$ cat config.mk
export PLATFORM = sky130hd
export DESIGN_NAME = signal_measure_flat
export DESIGN_NICKNAME = d
export VERILOG_FILES = /design/src/rtl/signal_measure_if.sv /design/src/rtl/signal_measure.sv /design/src/flat_wrapper.sv
export SDC_FILE = /design/constraint.sdc
export NUM_CORES = 1
export LEC_CHECK = 0
export BUFFER_PORTS_ARGS = -buffer_cell sky130_fd_sc_hd__buf_2
export CORE_MARGIN = 5
export CORE_UTILIZATION = 50
export DETAILED_ROUTE_END_ITERATION = 7
export MAX_ROUTING_LAYER = met4
export PLACE_DENSITY = 0.71
export SYNTH_ARGS = -nofsm -noshare
export SYNTH_HDL_FRONTEND = slang
export SYNTH_SLANG_ARGS = --single-unit
$ cat constraint.sdc
create_clock -name clk -period 2.3 [get_ports clk]
set_input_delay 0.23 -clock clk [delete_from_list [all_inputs] [get_ports clk]]
set_output_delay 0.23 -clock clk [all_outputs]
set_load 0.02 [all_outputs]
$ cat src/rtl/signal_measure_if.sv
// Bundle of sample-stream inputs and registered measurement results for signal_measure.
`default_nettype none

interface signal_measure_if #(
  parameter int DATA_W = 12,
  parameter int CNT_W  = 16
);
  logic              enable;
  logic              frame_start;
  logic              sample_valid;
  logic [DATA_W-1:0] sample;
  logic [DATA_W-1:0] threshold;
  logic [DATA_W-1:0] max_out;
  logic [DATA_W-1:0] min_out;
  logic [DATA_W-1:0] mean_out;
  logic [DATA_W-1:0] p2p_out;
  logic [CNT_W-1:0]  period_out;
  logic              meas_valid;

  modport slave (
    input  enable, frame_start, sample_valid, sample, threshold,
    output max_out, min_out, mean_out, p2p_out, period_out, meas_valid
  );

  modport master (
    output enable, frame_start, sample_valid, sample, threshold,
    input  max_out, min_out, mean_out, p2p_out, period_out, meas_valid
  );
endinterface

`default_nettype wire

$ cat src/rtl/signal_measure.sv
// Per-frame max/min/mean/peak-to-peak and rising-crossing period of an ADC sample stream.
`default_nettype none

module signal_measure #(
  parameter int DATA_W    = 12,
  parameter int FRAME_LEN = 256,
  parameter int CNT_W     = 16
) (
  input  wire logic         clk,
  input  wire logic         rst_n,
  signal_measure_if.slave   if_meas
);
  localparam int LOG2_N = $clog2(FRAME_LEN);
  localparam int SUM_W  = DATA_W + LOG2_N;
  localparam logic [LOG2_N-1:0] LAST_IDX = LOG2_N'(FRAME_LEN - 1);
  localparam logic [0:0] S_ACCUM   = 1'b0;
  localparam logic [0:0] S_PUBLISH = 1'b1;

  logic [0:0]        r_state;
  logic [0:0]        w_state_nxt;
  logic              w_publish;

  logic [SUM_W-1:0]  r_sum;
  logic [DATA_W-1:0] r_max, r_min, r_prev;
  logic [LOG2_N-1:0] r_idx, r_last_x, r_prev_x;
  logic              r_have_prev;
  logic [1:0]        r_cnt;

  logic [SUM_W-1:0]  r_snap_sum;
  logic [DATA_W-1:0] r_snap_max, r_snap_min;
  logic [LOG2_N-1:0] r_snap_last_x, r_snap_prev_x;
  logic [1:0]        r_snap_cnt;

  logic              w_accept, w_clear, w_rise, w_last;
  logic [SUM_W-1:0]  w_b_sum, w_n_sum;
  logic [DATA_W-1:0] w_b_max, w_b_min, w_n_max, w_n_min;
  logic [LOG2_N-1:0] w_b_idx, w_n_last_x, w_n_prev_x;
  logic              w_b_have_prev;
  logic [1:0]        w_b_cnt, w_n_cnt;

  // frame_start first reduces the live state to its initial value, so a
  // coincident accepted sample lands as idx 0 of the fresh frame.
  always_comb begin
    w_accept      = if_meas.enable & if_meas.sample_valid;
    w_clear       = if_meas.frame_start;
    w_b_sum       = w_clear ? '0 : r_sum;
    w_b_max       = w_clear ? '0 : r_max;
    w_b_min       = w_clear ? '1 : r_min;
    w_b_idx       = w_clear ? '0 : r_idx;
    w_b_have_prev = w_clear ? 1'b0 : r_have_prev;
    w_b_cnt       = w_clear ? 2'd0 : r_cnt;
    w_rise        = w_b_have_prev && (r_prev < if_meas.threshold)
                    && (if_meas.sample >= if_meas.threshold);
    w_n_sum       = w_b_sum + SUM_W'(if_meas.sample);
    w_n_max       = (if_meas.sample > w_b_max) ? if_meas.sample : w_b_max;
    w_n_min       = (if_meas.sample < w_b_min) ? if_meas.sample : w_b_min;
    w_n_cnt       = w_b_cnt;
    w_n_last_x    = r_last_x;
    w_n_prev_x    = r_prev_x;
    if (w_rise) begin
      w_n_cnt    = (w_b_cnt == 2'd2) ? 2'd2 : 2'(w_b_cnt + 2'd1);
      w_n_last_x = w_b_idx;
      w_n_prev_x = r_last_x;
    end
    w_last        = w_accept && (w_b_idx == LAST_IDX);
  end

  always_ff @(posedge clk or negedge rst_n) begin
    if (!rst_n) r_state <= S_ACCUM;
    else        r_state <= w_state_nxt;
  end

  always_comb begin
    w_state_nxt = r_state;
    case (r_state)
      S_ACCUM:   if (w_last) w_state_nxt = S_PUBLISH;
      S_PUBLISH: w_state_nxt = S_ACCUM;
      default:   w_state_nxt = S_ACCUM;
    endcase
  end

  always_comb begin
    w_publish = (r_state == S_PUBLISH);
  end

  always_ff @(posedge clk or negedge rst_n) begin
    if (!rst_n) begin
      r_sum <= '0; r_max <= '0; r_min <= '1; r_prev <= '0;
      r_idx <= '0; r_last_x <= '0; r_prev_x <= '0;
      r_have_prev <= 1'b0; r_cnt <= 2'd0;
      r_snap_sum <= '0; r_snap_max <= '0; r_snap_min <= '0;
      r_snap_last_x <= '0; r_snap_prev_x <= '0; r_snap_cnt <= 2'd0;
    end else if (w_last) begin
      r_snap_sum    <= w_n_sum;
      r_snap_max    <= w_n_max;
      r_snap_min    <= w_n_min;
      r_snap_last_x <= w_n_last_x;
      r_snap_prev_x <= w_n_prev_x;
      r_snap_cnt    <= w_n_cnt;
      r_sum <= '0; r_max <= '0; r_min <= '1; r_prev <= '0;
      r_idx <= '0; r_last_x <= '0; r_prev_x <= '0;
      r_have_prev <= 1'b0; r_cnt <= 2'd0;
    end else if (w_accept) begin
      r_sum       <= w_n_sum;
      r_max       <= w_n_max;
      r_min       <= w_n_min;
      r_prev      <= if_meas.sample;
      r_idx       <= LOG2_N'(w_b_idx + 1'b1);
      r_last_x    <= w_n_last_x;
      r_prev_x    <= w_n_prev_x;
      r_have_prev <= 1'b1;
      r_cnt       <= w_n_cnt;
    end else if (w_clear) begin
      r_sum <= '0; r_max <= '0; r_min <= '1; r_prev <= '0;
      r_idx <= '0; r_last_x <= '0; r_prev_x <= '0;
      r_have_prev <= 1'b0; r_cnt <= 2'd0;
    end
  end

  always_ff @(posedge clk or negedge rst_n) begin
    if (!rst_n) begin
      if_meas.max_out    <= '0;
      if_meas.min_out    <= '0;
      if_meas.mean_out   <= '0;
      if_meas.p2p_out    <= '0;
      if_meas.period_out <= '0;
      if_meas.meas_valid <= 1'b0;
    end else begin
      if_meas.meas_valid <= w_publish;
      if (w_publish) begin
        if_meas.max_out    <= r_snap_max;
        if_meas.min_out    <= r_snap_min;
        if_meas.mean_out   <= r_snap_sum[SUM_W-1:LOG2_N];
        if_meas.p2p_out    <= r_snap_max - r_snap_min;
        if_meas.period_out <= (r_snap_cnt == 2'd2)
                              ? CNT_W'(r_snap_last_x - r_snap_prev_x) : '0;
      end
    end
  end
endmodule

`default_nettype wire

$ cat src/flat_wrapper.sv
// flat-port wrapper written by rule: the top's interface ports become plain ports
module signal_measure_flat 
#(
  parameter int DATA_W    = 12,
  parameter int FRAME_LEN = 256,
  parameter int CNT_W     = 16
)
  (clk, rst_n, if_meas_enable, if_meas_frame_start, if_meas_sample_valid, if_meas_sample, if_meas_threshold, if_meas_max_out, if_meas_min_out, if_meas_mean_out, if_meas_p2p_out, if_meas_period_out, if_meas_meas_valid);
  signal_measure_if #(.DATA_W(DATA_W), .CNT_W(CNT_W)) if_meas_i ();
  input  wire logic clk;
  input  wire logic rst_n;
  input wire logic [$bits(if_meas_i.enable)-1:0] if_meas_enable;
  input wire logic [$bits(if_meas_i.frame_start)-1:0] if_meas_frame_start;
  input wire logic [$bits(if_meas_i.sample_valid)-1:0] if_meas_sample_valid;
  input wire logic [$bits(if_meas_i.sample)-1:0] if_meas_sample;
  input wire logic [$bits(if_meas_i.threshold)-1:0] if_meas_threshold;
  output wire logic [$bits(if_meas_i.max_out)-1:0] if_meas_max_out;
  output wire logic [$bits(if_meas_i.min_out)-1:0] if_meas_min_out;
  output wire logic [$bits(if_meas_i.mean_out)-1:0] if_meas_mean_out;
  output wire logic [$bits(if_meas_i.p2p_out)-1:0] if_meas_p2p_out;
  output wire logic [$bits(if_meas_i.period_out)-1:0] if_meas_period_out;
  output wire logic [$bits(if_meas_i.meas_valid)-1:0] if_meas_meas_valid;
  assign if_meas_i.enable = if_meas_enable;
  assign if_meas_i.frame_start = if_meas_frame_start;
  assign if_meas_i.sample_valid = if_meas_sample_valid;
  assign if_meas_i.sample = if_meas_sample;
  assign if_meas_i.threshold = if_meas_threshold;
  assign if_meas_max_out = if_meas_i.max_out;
  assign if_meas_min_out = if_meas_i.min_out;
  assign if_meas_mean_out = if_meas_i.mean_out;
  assign if_meas_p2p_out = if_meas_i.p2p_out;
  assign if_meas_period_out = if_meas_i.period_out;
  assign if_meas_meas_valid = if_meas_i.meas_valid;
  signal_measure #(.DATA_W(DATA_W), .FRAME_LEN(FRAME_LEN), .CNT_W(CNT_W)) u_core (.clk(clk), .rst_n(rst_n), .if_meas(if_meas_i));
endmodule
==> impl_metrics.ini <==
[critical_path]
critPathMaxFanout = 6
critPathRequiredTime_ns = 2.62
critical_path.endpoint_type = flop
crit_path_start = u_core.r_min[7]$_DFF_PN1_
r2r_start = u_core.r_min[7]$_DFF_PN1_
crit_path_cell_trace = nor2_2, ha_4, a21oi_2, o21ai_2, a21o_1, a211oi_4, buf_6, o21ai_4, mux2i_2, mux2_4
crit_buf_inv = 1
critPathSlowestCell = dfstp_2
slowest_delay_ns = 0.53
critPathKind = reg -> reg
crit_arrival_ns = 2.74
crit_family = compound AO/OA/AOI/OAI gates
crit_path_start_kind = flop

[cts]
clk_pin_slew_worst_paths_ns = 0.08
cts_root_buf = clkbuf_16
clk_path_buf_depth = 2
clk_latency_ns = 0.44
htreeDepth = 4
cts_tree = built
cts.sink_count = 196
cts-buffers-inserted = 17

[sta]
fin_ws_ns = -0.121
max_slew_margin = 0.489
worst_slew_pin_slew_ns = 0.758
rsz0062_at_grt = yes
finalMaxSlewViolations = 0
layout_min_cycle_time_ns = 2.42
timing.fmax_mhz = 413
setup_viol = 39
fin_crit_sh = 1.05
skew_ns = 0.0115
hold_viol = 0

[route]
wl_mm = 29.6
wl_per_cell_um = 18.1
vias = 9377
drtPass1Iterations = 5
ant_nets = 0
vias_per_cell = 5.74
drc = 0
drt-initial-drc-count = 728

[placement]
dp_hpwl_mm = 21.2
gp_congestion = 0.908
dpl_worst_slack_ns = -0.394
io_buffer_count = 93

[die]
die_height_um = 159
io_pins = 94
die_area_sq_um = 25400
coreArea_sq_um = 21900
die_w_um = 159
std_cell_rows = 54
start_util = 0.510

[pwr]
p_clk_frac = 0.290
swShare = 0.330
powerDensity_nw_per_um2 = 713
ir_drop_v = 0.000473
p_sw_mw = 3.40
seqPwrFrac = 0.410
internal_power_mw = 6.90
p_leak_nw = 6.68
p_comb_frac = 0.301

[synthesis]
synthSimpleGateAreaFrac = 0.125
syn_inst = 1109
synth-xor-area-share = 0.0290
async_reset_ff_frac = 1.00
synth_seq_cells = 196
yosysUniqueCellTypes = 75
synth_ff_type = dfrtp_1
ys_seq_area_frac = 0.440
synth-compound-area-share = 0.187
synth_mux_area_frac = 0.0769
syn_nets = 1214
synthAdderAreaFrac = 0.0880
yosys_warnings = 0
synth_top_family_by_area = compound AO/OA/AOI/OAI gates
syn_area_per_cell_sq_um = 10.1
synth_edf_count = 0
netlist_area_sq_um = 11200

[run]
maxCapViolations = 0

[final_layout]
final_common_cell = dfrtp_1
mostFrequentLayoutCells = dfrtp_1, buf_4, nand2_1, buf_2, inv_1
drive_gt1_frac = 0.351
syn_to_final_growth_pct = 29.3
final_nets = 1445
fin_util = 0.660
num_antenna_cells = 0

[hold_path]
hold_path_class = in -> reg
worstHoldStart = if_meas_sample[10]

[global_route]
grt_antenna_before_repair = 0
grt_start_max_net_pins = 67
grt_pass1_vias = 9339
grt_pass1_wl_mm = 48.1
grtUsageTotal = 0.233
grt-ovfl-total = 0

[outcome]
status = finished, violations left
violations = setup timing
## routing by layer
layer,global-route usage,up-vias,routed length (um),share of wire
met5,-,-,0,0
met4,0.0543,0,444,0.015
met1,0.314,4585,13500,0.46
met2,0.367,278,14000,0.47
li1,-,4471,-,-
met3,0.0448,43,1640,0.055
## flip-flops by register name, summed over array words and instances (netlist names), 2 cells and up
| signal | cells |
|---|---|
| u_core.if_meas.max_out | 12 |
| u_core.r_snap_cnt | 2 |
| u_core.r_prev_x | 8 |
| u_core.r_idx | 8 |
| u_core.r_snap_last_x | 8 |
| u_core.r_snap_prev_x | 8 |
| u_core.r_prev | 12 |
| u_core.if_meas.min_out | 12 |
| u_core.r_sum | 20 |
| u_core.if_meas.p2p_out | 12 |
| u_core.r_snap_sum | 12 |
| u_core.r_last_x | 8 |
| u_core.r_min | 12 |
| u_core.if_meas.period_out | 9 |
| u_core.r_max | 12 |
| u_core.r_cnt | 2 |
| u_core.r_snap_max | 12 |
| u_core.r_snap_min | 12 |
| u_core.if_meas.mean_out | 12 |
## power by group through the flow
stage | clock, mW | sequential (mW) | combinational, mW
finish | 2.98 | 4.22 | 3.10
global route | 3.17 | 4.28 | 3.40
CTS | 3.02 | 4.22 | 2.93
detailed placement | 0 | 4.28 | 2.86
global placement | 0 | 4.27 | 2.80
floorplan | 0 | 4.55 | 1.48
## stage by stage
stage               cell area, sq um  power [mW]  std cells  TNS (ns)  hold slack, ns
floorplan                      11300        6.04       1109    -17.95         -0.0656
global placement               13200        7.06       1580    -19.86           0.265
detailed placement             13200        7.15       1580    -24.04           0.265
CTS                            14000        10.2       1618     -1.51           0.136
global route                   14400        10.8       1633     -6.12           0.138
finish                         14400        10.3       1633     -2.81           0.137
## synthesized netlist by cell type (all sizes together) (12+ instances only)
cell type    n  area, sq um
a22o        22          193
a32o        19          190
a21o        13         97.6
xnor2       26          228
dfrtp      184         4600
inv         68          255
nor2b       31          194
mux2i       33          330
nand3       16         80.1
o21ai       81          409
nor2        72          278
a2bb2oi     13          114
buf         41          236
clkbuf      27          101
nand2      101          384
ha          73          913
mux2        47          529
a21oi       35          175
dfstp       12          315
## worst reg2reg max path: cells and delay by family, from the launching register on
family                   cells  cell delay (ns)
AO/OA/AOI/OAI                5             0.86
flip-flops                   1             0.53
multiplexers                 2             0.50
adder cells (fa/ha/maj)      1             0.23
buffers and inverters        1             0.15
AND/OR/NAND/NOR              1             0.05
## logic make-up after synthesis
logic type,Yosys count
buf+inv,138
simple gates,289
xor+xnor,37
fa+ha+maj,77
compound gates,292
flops,196
mux,80
## cell type report
cell class	instances	area, sq um
inverters	70	263
repair buffers	277	2080
well taps	280	350
multi-input cells	778	6250
clock buffers	19	443
clock inverters	13	136
flip-flops and latches	196	4920
fillers	1670	7440
## path summary, 6_finish.rpt
check	to	slack [ns]	cells past startpoint
setup reg to reg	u_core.r_snap_min[2]$_DFFE_PN0P_	-0.12	10
min in group asynchronous	u_core.if_meas.period_out[2]$_DFFE_PN0P_	0.35	2
hold / removal	u_core.r_prev[10]$_DFFE_PN0P_	0.14	2
hold reg to reg	u_core.r_snap_last_x[4]$_DFFE_PN0P_	0.48	2
max in group asynchronous	u_core.if_meas.max_out[4]$_DFFE_PN0P_	1.22	3
setup / recovery	u_core.r_snap_min[2]$_DFFE_PN0P_	-0.12	10
## what timing repair did
item	in CTS	in global routing
setup endpoints to repair	49	74
gates cloned	1	3
endpoints found under the hold margin	61	0
hold buffers	1	0
resized for setup	35	91
pin swaps	12	37
buffers inserted	4	13
(Power assumes the default switching activity.)
